--- config.mk ---
export PLATFORM = sky130hd
export DESIGN_NAME = prox_ping_scheduler
export DESIGN_NICKNAME = d
export VERILOG_FILES = /design/src/rtl/prox_pkg.sv /design/src/rtl/echo_sync.sv /design/src/rtl/prox_ping_scheduler.sv
export SDC_FILE = /design/constraint.sdc
export NUM_CORES = 1
export LEC_CHECK = 0
export ABC_AREA = 0
export BUFFER_PORTS_ARGS = -buffer_cell sky130_fd_sc_hd__buf_4
export CAP_MARGIN = 25
export CORE_MARGIN = 3
export CORE_UTILIZATION = 30
export CTS_CLUSTER_SIZE = 24
export DETAILED_ROUTE_END_ITERATION = 7
export PLACE_DENSITY = 0.47
export SLEW_MARGIN = 30
export SYNTH_ARGS = -nofsm -noshare
export SYNTH_HDL_FRONTEND = slang
export SYNTH_SLANG_ARGS = --single-unit
export TNS_END_PERCENT = 1
--- constraint.sdc ---
create_clock -name clk -period 10.4 [get_ports clk]
set_clock_uncertainty 0.2 [all_clocks]
set_input_delay 0.52 -clock clk [delete_from_list [all_inputs] [get_ports clk]]
set_output_delay 0.52 -clock clk [all_outputs]
set_load 0.005 [all_outputs]
--- src/rtl/prox_pkg.sv ---
// Shared types and default timing for the proximity ping scheduler.
// The default timing values assume a 100 MHz clock.
package prox_pkg;

  typedef enum logic [2:0] {
    ST_IDLE,
    ST_TRIG,
    ST_WAIT_RISE,
    ST_MEASURE,
    ST_GAP
  } state_t;

  localparam int DEF_TRIG_CYCLES    = 1000;
  localparam int DEF_TIMEOUT_CYCLES = 2500000;
  localparam int DEF_GAP_CYCLES     = 6000000;
  localparam int DEF_THRESH_CYCLES  = 116000;
  localparam int DEF_HYST_CYCLES    = 12000;

  // Width of a sensor index, never less than one bit.
  function automatic int id_width(input int n);
    return (n > 1) ? $clog2(n) : 1;
  endfunction

endpackage

--- src/rtl/echo_sync.sv ---
// Brings one raw echo pin into the clk domain and produces registered
// single-cycle rise and fall pulses from the synchronized level.
module echo_sync (
  input  logic clk,
  input  logic reset,
  input  logic echo,
  output logic rise,
  output logic fall
);

  logic meta_reg;
  logic sync_reg;
  logic prev_reg;
  logic rise_reg;
  logic fall_reg;

  always_ff @(posedge clk or posedge reset) begin
    if (reset) begin
      meta_reg <= 1'b0;
      sync_reg <= 1'b0;
      prev_reg <= 1'b0;
      rise_reg <= 1'b0;
      fall_reg <= 1'b0;
    end else begin
      meta_reg <= echo;
      sync_reg <= meta_reg;
      prev_reg <= sync_reg;
      rise_reg <= sync_reg & ~prev_reg;
      fall_reg <= ~sync_reg & prev_reg;
    end
  end

  assign rise = rise_reg;
  assign fall = fall_reg;

endmodule

--- src/rtl/prox_ping_scheduler.sv ---
// Round-robin ultrasonic ping scheduler: one sensor pings at a time, the
// echo width is measured with a timeout, and a per-sensor near flag is kept.
module prox_ping_scheduler
  import prox_pkg::*;
#(
  parameter int N_SENSORS      = 2,
  parameter int TRIG_CYCLES    = DEF_TRIG_CYCLES,
  parameter int TIMEOUT_CYCLES = DEF_TIMEOUT_CYCLES,
  parameter int GAP_CYCLES     = DEF_GAP_CYCLES,
  parameter int THRESH_CYCLES  = DEF_THRESH_CYCLES,
  parameter int HYST_CYCLES    = DEF_HYST_CYCLES,
  parameter int CNT_W          = 23
) (
  input  logic                                clk,
  input  logic                                reset,
  input  logic                                enable,
  input  logic [N_SENSORS-1:0]                echo,
  output logic [N_SENSORS-1:0]                trig,
  output logic [N_SENSORS-1:0]                near,
  output logic [CNT_W-1:0]                    echo_cycles,
  output logic [id_width(N_SENSORS)-1:0]      sample_id,
  output logic                                sample_valid,
  output logic                                timeout
);

  localparam int ID_W = id_width(N_SENSORS);

  localparam logic [CNT_W-1:0] TRIG_LAST    = CNT_W'(TRIG_CYCLES - 1);
  localparam logic [CNT_W-1:0] TIMEOUT_LAST = CNT_W'(TIMEOUT_CYCLES - 1);
  localparam logic [CNT_W-1:0] TIMEOUT_SAT  = CNT_W'(TIMEOUT_CYCLES);
  localparam logic [CNT_W-1:0] GAP_LAST     = CNT_W'(GAP_CYCLES - 1);
  localparam logic [CNT_W-1:0] NEAR_BELOW   = CNT_W'(THRESH_CYCLES);
  localparam logic [CNT_W-1:0] FAR_AT       = CNT_W'(THRESH_CYCLES + HYST_CYCLES);
  localparam logic [ID_W-1:0]  LAST_ID      = ID_W'(N_SENSORS - 1);
  localparam logic [CNT_W-1:0] CNT_ONE      = CNT_W'(1);

  state_t                 state_reg, state_next;
  logic [ID_W-1:0]        cur_reg, cur_next;
  logic [CNT_W-1:0]       cnt_reg, cnt_next;
  logic [CNT_W-1:0]       tcnt_reg, tcnt_next;
  logic [CNT_W-1:0]       width_reg, width_next;
  logic [N_SENSORS-1:0]   near_reg, near_next;
  logic [CNT_W-1:0]       echo_cycles_reg, echo_cycles_next;
  logic [ID_W-1:0]        sample_id_reg, sample_id_next;
  logic                   sample_valid_reg, sample_valid_next;
  logic                   timeout_reg, timeout_next;

  logic [N_SENSORS-1:0]   rise_vec;
  logic [N_SENSORS-1:0]   fall_vec;
  logic                   rise_cur;
  logic                   fall_cur;
  logic                   end_on_fall;
  logic                   end_on_timeout;

  generate
    for (genvar gi = 0; gi < N_SENSORS; gi++) begin : g_sensor
      echo_sync u_echo_sync (
        .clk   (clk),
        .reset (reset),
        .echo  (echo[gi]),
        .rise  (rise_vec[gi]),
        .fall  (fall_vec[gi])
      );

      // Trigger is decoded straight from state so reset drops it at once.
      assign trig[gi] = (state_reg == ST_TRIG) && (cur_reg == ID_W'(gi));
    end
  endgenerate

  assign rise_cur = rise_vec[cur_reg];
  assign fall_cur = fall_vec[cur_reg];

  always_ff @(posedge clk or posedge reset) begin
    if (reset) begin
      state_reg        <= ST_IDLE;
      cur_reg          <= '0;
      cnt_reg          <= '0;
      tcnt_reg         <= '0;
      width_reg        <= '0;
      near_reg         <= '0;
      echo_cycles_reg  <= '0;
      sample_id_reg    <= '0;
      sample_valid_reg <= 1'b0;
      timeout_reg      <= 1'b0;
    end else begin
      state_reg        <= state_next;
      cur_reg          <= cur_next;
      cnt_reg          <= cnt_next;
      tcnt_reg         <= tcnt_next;
      width_reg        <= width_next;
      near_reg         <= near_next;
      echo_cycles_reg  <= echo_cycles_next;
      sample_id_reg    <= sample_id_next;
      sample_valid_reg <= sample_valid_next;
      timeout_reg      <= timeout_next;
    end
  end

  always_comb begin
    state_next        = state_reg;
    cur_next          = cur_reg;
    cnt_next          = cnt_reg;
    tcnt_next         = tcnt_reg;
    width_next        = width_reg;
    near_next         = near_reg;
    echo_cycles_next  = echo_cycles_reg;
    sample_id_next    = sample_id_reg;
    sample_valid_next = 1'b0;
    timeout_next      = 1'b0;
    end_on_fall       = 1'b0;
    end_on_timeout    = 1'b0;

    case (state_reg)
      ST_IDLE: begin
        if (enable) begin
          state_next = ST_TRIG;
          cnt_next   = '0;
        end
      end

      ST_TRIG: begin
        if (cnt_reg == TRIG_LAST) begin
          state_next = ST_WAIT_RISE;
          cnt_next   = '0;
          tcnt_next  = '0;
        end else begin
          cnt_next = cnt_reg + CNT_ONE;
        end
      end

      // Timeout is tested before the rise so the counter can never pass the limit.
      ST_WAIT_RISE: begin
        if (tcnt_reg == TIMEOUT_LAST) begin
          end_on_timeout = 1'b1;
        end else begin
          tcnt_next = tcnt_reg + CNT_ONE;
          if (rise_cur) begin
            state_next = ST_MEASURE;
            width_next = CNT_ONE;
          end
        end
      end

      // A fall in the same cycle as the timeout still yields a real sample.
      ST_MEASURE: begin
        if (fall_cur) begin
          end_on_fall = 1'b1;
        end else if (tcnt_reg == TIMEOUT_LAST) begin
          end_on_timeout = 1'b1;
        end else begin
          tcnt_next  = tcnt_reg + CNT_ONE;
          width_next = width_reg + CNT_ONE;
        end
      end

      ST_GAP: begin
        if (cnt_reg == GAP_LAST) begin
          cnt_next   = '0;
          cur_next   = (cur_reg == LAST_ID) ? '0 : cur_reg + ID_W'(1);
          state_next = enable ? ST_TRIG : ST_IDLE;
        end else begin
          cnt_next = cnt_reg + CNT_ONE;
        end
      end

      default: begin
        state_next = ST_IDLE;
      end
    endcase

    if (end_on_fall || end_on_timeout) begin
      state_next        = ST_GAP;
      cnt_next          = '0;
      sample_id_next    = cur_reg;
      sample_valid_next = 1'b1;
    end

    if (end_on_fall) begin
      echo_cycles_next = width_reg;
      if (width_reg < NEAR_BELOW) begin
        near_next[cur_reg] = 1'b1;
      end else if (width_reg >= FAR_AT) begin
        near_next[cur_reg] = 1'b0;
      end
    end

    if (end_on_timeout) begin
      echo_cycles_next   = TIMEOUT_SAT;
      timeout_next       = 1'b1;
      near_next[cur_reg] = 1'b0;
    end
  end

  assign near         = near_reg;
  assign echo_cycles  = echo_cycles_reg;
  assign sample_id    = sample_id_reg;
  assign sample_valid = sample_valid_reg;
  assign timeout      = timeout_reg;

endmodule
==> impl_metrics.toml, run 1 <==
[place]
gp_congestion = 0.8618
placed_cell_area_um2 = 6584
hpwl_um = 11180
portBuffers = 34
dp_slack_ns = 7.250

[worst_setup_path]
critPathKind = "flip-flop to flip-flop"
crit_required_ns = 10.48
crit_path_start_kind = "flip-flop"
cp-startpoint = "cur_reg"
crit_end = "cnt_reg[4]"
worst_path_max_delay_cell = "nand2_1"
path_depth = 7
cp.arrival_ns = 3.22
path_buf_inv = 2
timing.rr.start = "cur_reg"
reg2reg_depth = 7
path_max_fanout = 26
r2r_slack_ns = 7.26
endpoint_kind = "flip-flop"
crit_chain = "mux2_2, nand2_1, o31a_1, buf_4, clkinv_1, nor2_1, o2bb2ai_1"
cp_top_family = "simple AND/OR/NAND/NOR gates"
r2r-end = "cnt_reg[4]"
max_stage_delay_ns = 0.57

[cells_and_area]
fin_area_um2 = 6897
fillCellCount = 2082
multi_input_area_um2 = 3067
final-seq-area_um2 = 2778
antennaDiodeCount = 0
drive_gt1_share_pct = 11.97
syn2layout_area_growth_pct = 13.81
fin_nets = 707

[power]
ir_drop_uv = 92.16
power.density_nw_per_um2 = 140.4
finalPower_w = 0.0009682
power_leakage_nw = 2.811

[run_status]
status = "finished clean"

[timing]
slew_violations = 0
finalCritPeriodShare_pct = 30.21
finalHoldViolCount = 0
fin_hold_ws_ns = 0.06051
fmax_ghz = 0.3183
rsz0062_at_grt = "false"
fin_crit_ns = 3.142
finalSetupViolCount = 0
worst_slew_pin_slew_ns = 0.8170
tns_ns = 0
slew_headroom_pct = 45.36
fin_ws_ns = 7.258

[clock_tree]
cts_htree_levels = 3
cts_tree = "done"
clkSinkCount = 111
clkLatencyLatePin_ns = 0.36
cts_buffers = 9
post_cts_resized = 0
post_cts_buffers = 0
cts_hold_buf = 0
clk_pin_slew_ns = 0.08
clk_path_buf_depth = 2
ctsRootBufferMaster = "clkbuf_16"

[die]
die_w_um = 148.1
start_util_pct = 30.83
dieArea_um2 = 21940
rows = 51
core_um2 = 19650
die_h_um = 148.1
ioPinCount = 35

[routing]
wire_per_inst_um = 16.64
drtAntennaViolNets = 0
dr.first_iter.drc_count = 346
avgViaCountPerCell = 5.421
wl_um = 16090
drcViolationCount = 0
vias = 5242
drtPass1Iterations = 4

[synthesis]
synthArstFlopShare_pct = 100.0
synth.avg_cell_area_um2 = 8.846
syn-num-nets = 694
yosysMostFrequentCell = "dfrtp_1"
syn_inst = 685
synthDistinctLibCells = 63
ys_warn_count = 0
yosysSeqAreaShare_pct = 45.84
yosysTopAreaCell = "dfrtp_1"
netlist_top_cells_count = "dfrtp_1 (111), nand2_1 (105), o21ai_0 (50)"
syn_area_um2 = 6060
ys_ff_latch = 111
synth-main-ff-cell = "dfrtp_1"
synth_area_leaders = "dfrtp_1 (46%), nand2_1 (6.5%), o21ai_0 (4.1%)"
synth-edff-count = 0
netlist.area_leader.share_pct = 45.84

[grt]
antenna_found_initial = 0
grt_pass1_wl_um = 26840
grt_max_degree = 58
grt-ovfl-total = 0
grt_pass1_vias = 5022
grt_usage_pct = 14.95

[flow_run]
cap_violations = 0

[worst_hold_path]
hold_class = "input pin to flip-flop"
per-layer routing:
layer | vias up | routed length (µm) | part of all wire (%) | GRT usage [%]
met5 | - | 0 | 0 | 0
li1 | 2572 | - | - | -
met1 | 2545 | 7740 | 48 | 20.62
met4 | 0 | 291 | 1.8 | 4.342
met3 | 22 | 624 | 3.9 | 3.169
met2 | 103 | 7434 | 46 | 23.82
kinds of logic after synthesis:
family	after synthesis	synth area share (%)
compound gates	187	19.88
fa+ha+maj	4	0.8260
simple gates	302	26.78
buf+inv	66	4.254
xor+xnor	5	0.7228
mux	10	1.693
flops	111	45.84
layout by cell type (no fill, tap or decap), drive strengths merged, types with 7 or more instances in the layout:
cell	count
o21bai	12
a22oi	9
nand3	36
and3	12
nand2	105
nand4	16
or4	26
a21oi	40
nand2b	7
clkbuf	9
o211ai	19
o31ai	21
buf	43
nor4	15
dfrtp	111
nor2	21
mux2i	8
inv	27
o21ai	52
nor3	19
or3	7
nor2b	10
worst reg2reg max path: stages, from the launching register on:
cell and delay, ns:
dfrtp_1 0.48, mux2_2 0.39, nand2_1 0.57, o31a_1 0.25, buf_4 0.29, clkinv_1 0.33, nor2_1 0.38, o2bb2ai_1 0.17
stage by stage:
step                cells  utilization [%]
finish                967            35.09
global route          967            35.09
CTS                   967            35.03
detailed placement    952            33.50
global placement      952            33.43
floorplan             685                -
cell type report:
type,instances,area share (%)
Clock buffer,9,3.266
Timing Repair Buffer,43,4.681
Tap cell,265,4.808
Clock inverter,6,1.107
Multi-Input combinational cell,508,44.47
Sequential cell,111,40.28
Inverter,25,1.397
worst min-delay path by stage:
stage / from / to / slack, ns / cells past startpoint
floorplan: g_sensor[0].u_echo_sync.meta_reg / g_sensor[0].u_echo_sync.sync_reg / 0.13 / 0
global placement: g_sensor[1].u_echo_sync.meta_reg / g_sensor[1].u_echo_sync.sync_reg / 0.13 / 0
detailed placement: g_sensor[1].u_echo_sync.meta_reg / g_sensor[1].u_echo_sync.sync_reg / 0.14 / 0
CTS: echo[0] / g_sensor[0].u_echo_sync.meta_reg / 0.05 / 1
global route: echo[0] / g_sensor[0].u_echo_sync.meta_reg / 0.04 / 1
finish: echo[0] / g_sensor[0].u_echo_sync.meta_reg / 0.06 / 1
power breakdown:
| group | switching, W | leakage [nW] | total (W) | internal (W) |
|---|---|---|---|---|
| sequential | 0.0000410 | 1.51 | 0.000498 | 0.000457 |
| clock | 0.000172 | 0.148 | 0.000362 | 0.000190 |
| combinational | 0.0000648 | 1.15 | 0.000109 | 0.0000438 |
Note: power is estimated with default switching activity, not from simulation.
==> inputs of run 2 (changes only) <==
--- a/config.mk
+++ b/config.mk
@@ -12,7 +12,7 @@
 export CORE_UTILIZATION = 30
 export CTS_CLUSTER_SIZE = 24
 export DETAILED_ROUTE_END_ITERATION = 7
-export PLACE_DENSITY = 0.47
+export PLACE_DENSITY = 0.49
 export SLEW_MARGIN = 30
 export SYNTH_ARGS = -nofsm -noshare
 export SYNTH_HDL_FRONTEND = slang
==> constraint.sdc (replaced) <==
create_clock -name clk -period 2.8 [get_ports clk]
set_clock_uncertainty 0.2 [all_clocks]
set_input_delay 0.14 -clock clk [delete_from_list [all_inputs] [get_ports clk]]
set_output_delay 0.14 -clock clk [all_outputs]
set_load 0.005 [all_outputs]
==> run 2 against run 1 <==
Compared with the run above:
- critical path depth decreased by 2
- register-to-register slack got worse by 7.1 ns
- sequential share of layout area fell by 1.4 points
- first-iteration DRC count grew 6.4%
- die area unchanged
- global-route usage rose by 0.61 points
- final area up 3.6%
- non-clock buffer count up 30
- fmax is 18% higher
- largest cell class unchanged
- highest routed layer unchanged
==> impl_metrics.toml, run 2 (synthesized netlist as in run 1, its figures left out) <==
[worst_setup_path]
timing.rr.start = "state_reg[1]"
r2r_slack_ns = 0.15
cp-startpoint = "state_reg[1]"
critPathKind = "flip-flop to flip-flop"
endpoint_kind = "flip-flop"
crit_required_ns = 2.88
path_max_fanout = 11
cp.arrival_ns = 2.73
crit_path_start_kind = "flip-flop"

[die]
die_w_um = 148.1
dieArea_um2 = 21940
start_util_pct = 30.83
rows = 51
ioPinCount = 35
core_um2 = 19650
die_h_um = 148.1

[clock_tree]
cts_buffers = 9
post_cts_buffers = 0
clkSinkCount = 111
clk_pin_slew_ns = 0.08
cts_hold_buf = 3
ctsRootBufferMaster = "clkbuf_16"
cts_tree = "done"
post_cts_resized = 0
clk_path_buf_depth = 2
clkLatencyLatePin_ns = 0.35
cts_htree_levels = 3

[routing]
dr.first_iter.drc_count = 368
vias = 5490
drtAntennaViolNets = 0
drcViolationCount = 0
wl_um = 16400
avgViaCountPerCell = 5.501
wire_per_inst_um = 16.43
drtPass1Iterations = 5

[worst_hold_path]
hold_class = "flip-flop to flip-flop"
hold_start = "g_sensor[1].u_echo_sync.meta_reg"

[place]
dp_slack_ns = 0.1613
hpwl_um = 11370
gp_congestion = 0.8399
portBuffers = 34

[cells_and_area]
drive_gt1_share_pct = 14.60
fin_nets = 737
final_cell_mix = "dfrtp_1 (111), nand2_1 (105), buf_4 (68), o21ai_0 (50), a21oi_1 (39)"
syn2layout_area_growth_pct = 17.88
final_common_cell = "dfrtp_1"
antennaDiodeCount = 0

[grt]
grt_usage_pct = 15.56
grt_pass1_wl_um = 28130
grt_max_degree = 74
grt-ovfl-total = 0
antenna_found_initial = 0
grt_pass1_vias = 5301

[timing]
slew_headroom_pct = 52.29
worst_slew_pin_slew_ns = 0.7142
finalSetupViolCount = 0
tns_ns = 0
fmax_ghz = 0.3769
finalHoldViolCount = 0
finalCritPeriodShare_pct = 94.77
rsz0062_at_grt = "false"
fin_ws_ns = 0.1465
slew_violations = 0
fin_crit_ns = 2.654

[power]
power.density_nw_per_um2 = 511.7
ir_drop_uv = 331.0
power_leakage_nw = 2.950

[run_status]
status = "finished clean"

[flow_run]
cap_violations = 0
run 2: cell types whose count changed in the layout (fill, tap and decap cells not counted), moves of 2 or more:
cell           change
clkbuf_1           +2
clkinvlp_4         +2
nor3_2             -2
clkinv_4           -2
buf_12             +2
buf_4             +25
dlygate4sd3_1      +3
nor3_1             +2
run 2: critical path: stages (launching register included):
cell and delay [ns]:
dfrtp_1 0.50, or3b_2 0.57, nor4_1 0.45, nand2_1 0.29, a211oi_1 0.34, mux2i_1 0.22
run 2: cell type report:
type | instances | area, µm²
multi-input cells | 508 | 3042
repair buffers | 73 | 580.6
flip-flops and latches | 111 | 2778
clock inverters | 5 | 81.33
well taps | 265 | 331.6
inverters | 25 | 97.59
fillers | 2076 | 12510
clock buffers | 11 | 232.7
run 2: report_power, final:
group | internal [W] | switching (W) | leakage (nW) | total, W
Sequential | 0.00170 | 0.000138 | 1.51 | 0.00183
Clock | 0.000788 | 0.000610 | 0.150 | 0.00140
Combinational | 0.000179 | 0.000243 | 1.29 | 0.000422
run 2: stage by stage:
| step | total power [W] | std cells | cell area, µm² | hold slack [ns] | utilization [%] |
|---|---|---|---|---|---|
| finish | 0.003655 | 998 | 7143 | 0.1577 | 36.34 |
| global route | 0.003844 | 998 | 7143 | 0.1650 | 36.34 |
| CTS | 0.003710 | 998 | 7143 | 0.1557 | 36.34 |
| detailed placement | 0.002283 | 979 | 6799 | 0.05467 | 34.59 |
| global placement | 0.002271 | 979 | 6799 | 0.05215 | 34.59 |
| floorplan | 0.002141 | 685 | 6063 | -0.02857 | - |
run 2: final timing paths:
kind | to | cells past startpoint
setup / recovery | tcnt_reg[16] | 5
hold / removal | g_sensor[1].u_echo_sync.sync_reg | 0
setup reg to reg | tcnt_reg[16] | 5
hold reg to reg | g_sensor[1].u_echo_sync.sync_reg | 0
max in group asynchronous | tcnt_reg[5] | 4
min in group asynchronous | echo_cycles[2] | 3
run 2: metal layers:
| layer | up-vias | GRT usage, % | share of wire (%) |
|---|---|---|---|
| met4 | 0 | 3.926 | 1.1 |
| met5 | - | 0 | 0 |
| met2 | 119 | 24.09 | 45 |
| met1 | 2733 | 22.74 | 50 |
| met3 | 10 | 2.620 | 3.6 |
| li1 | 2628 | - | - |
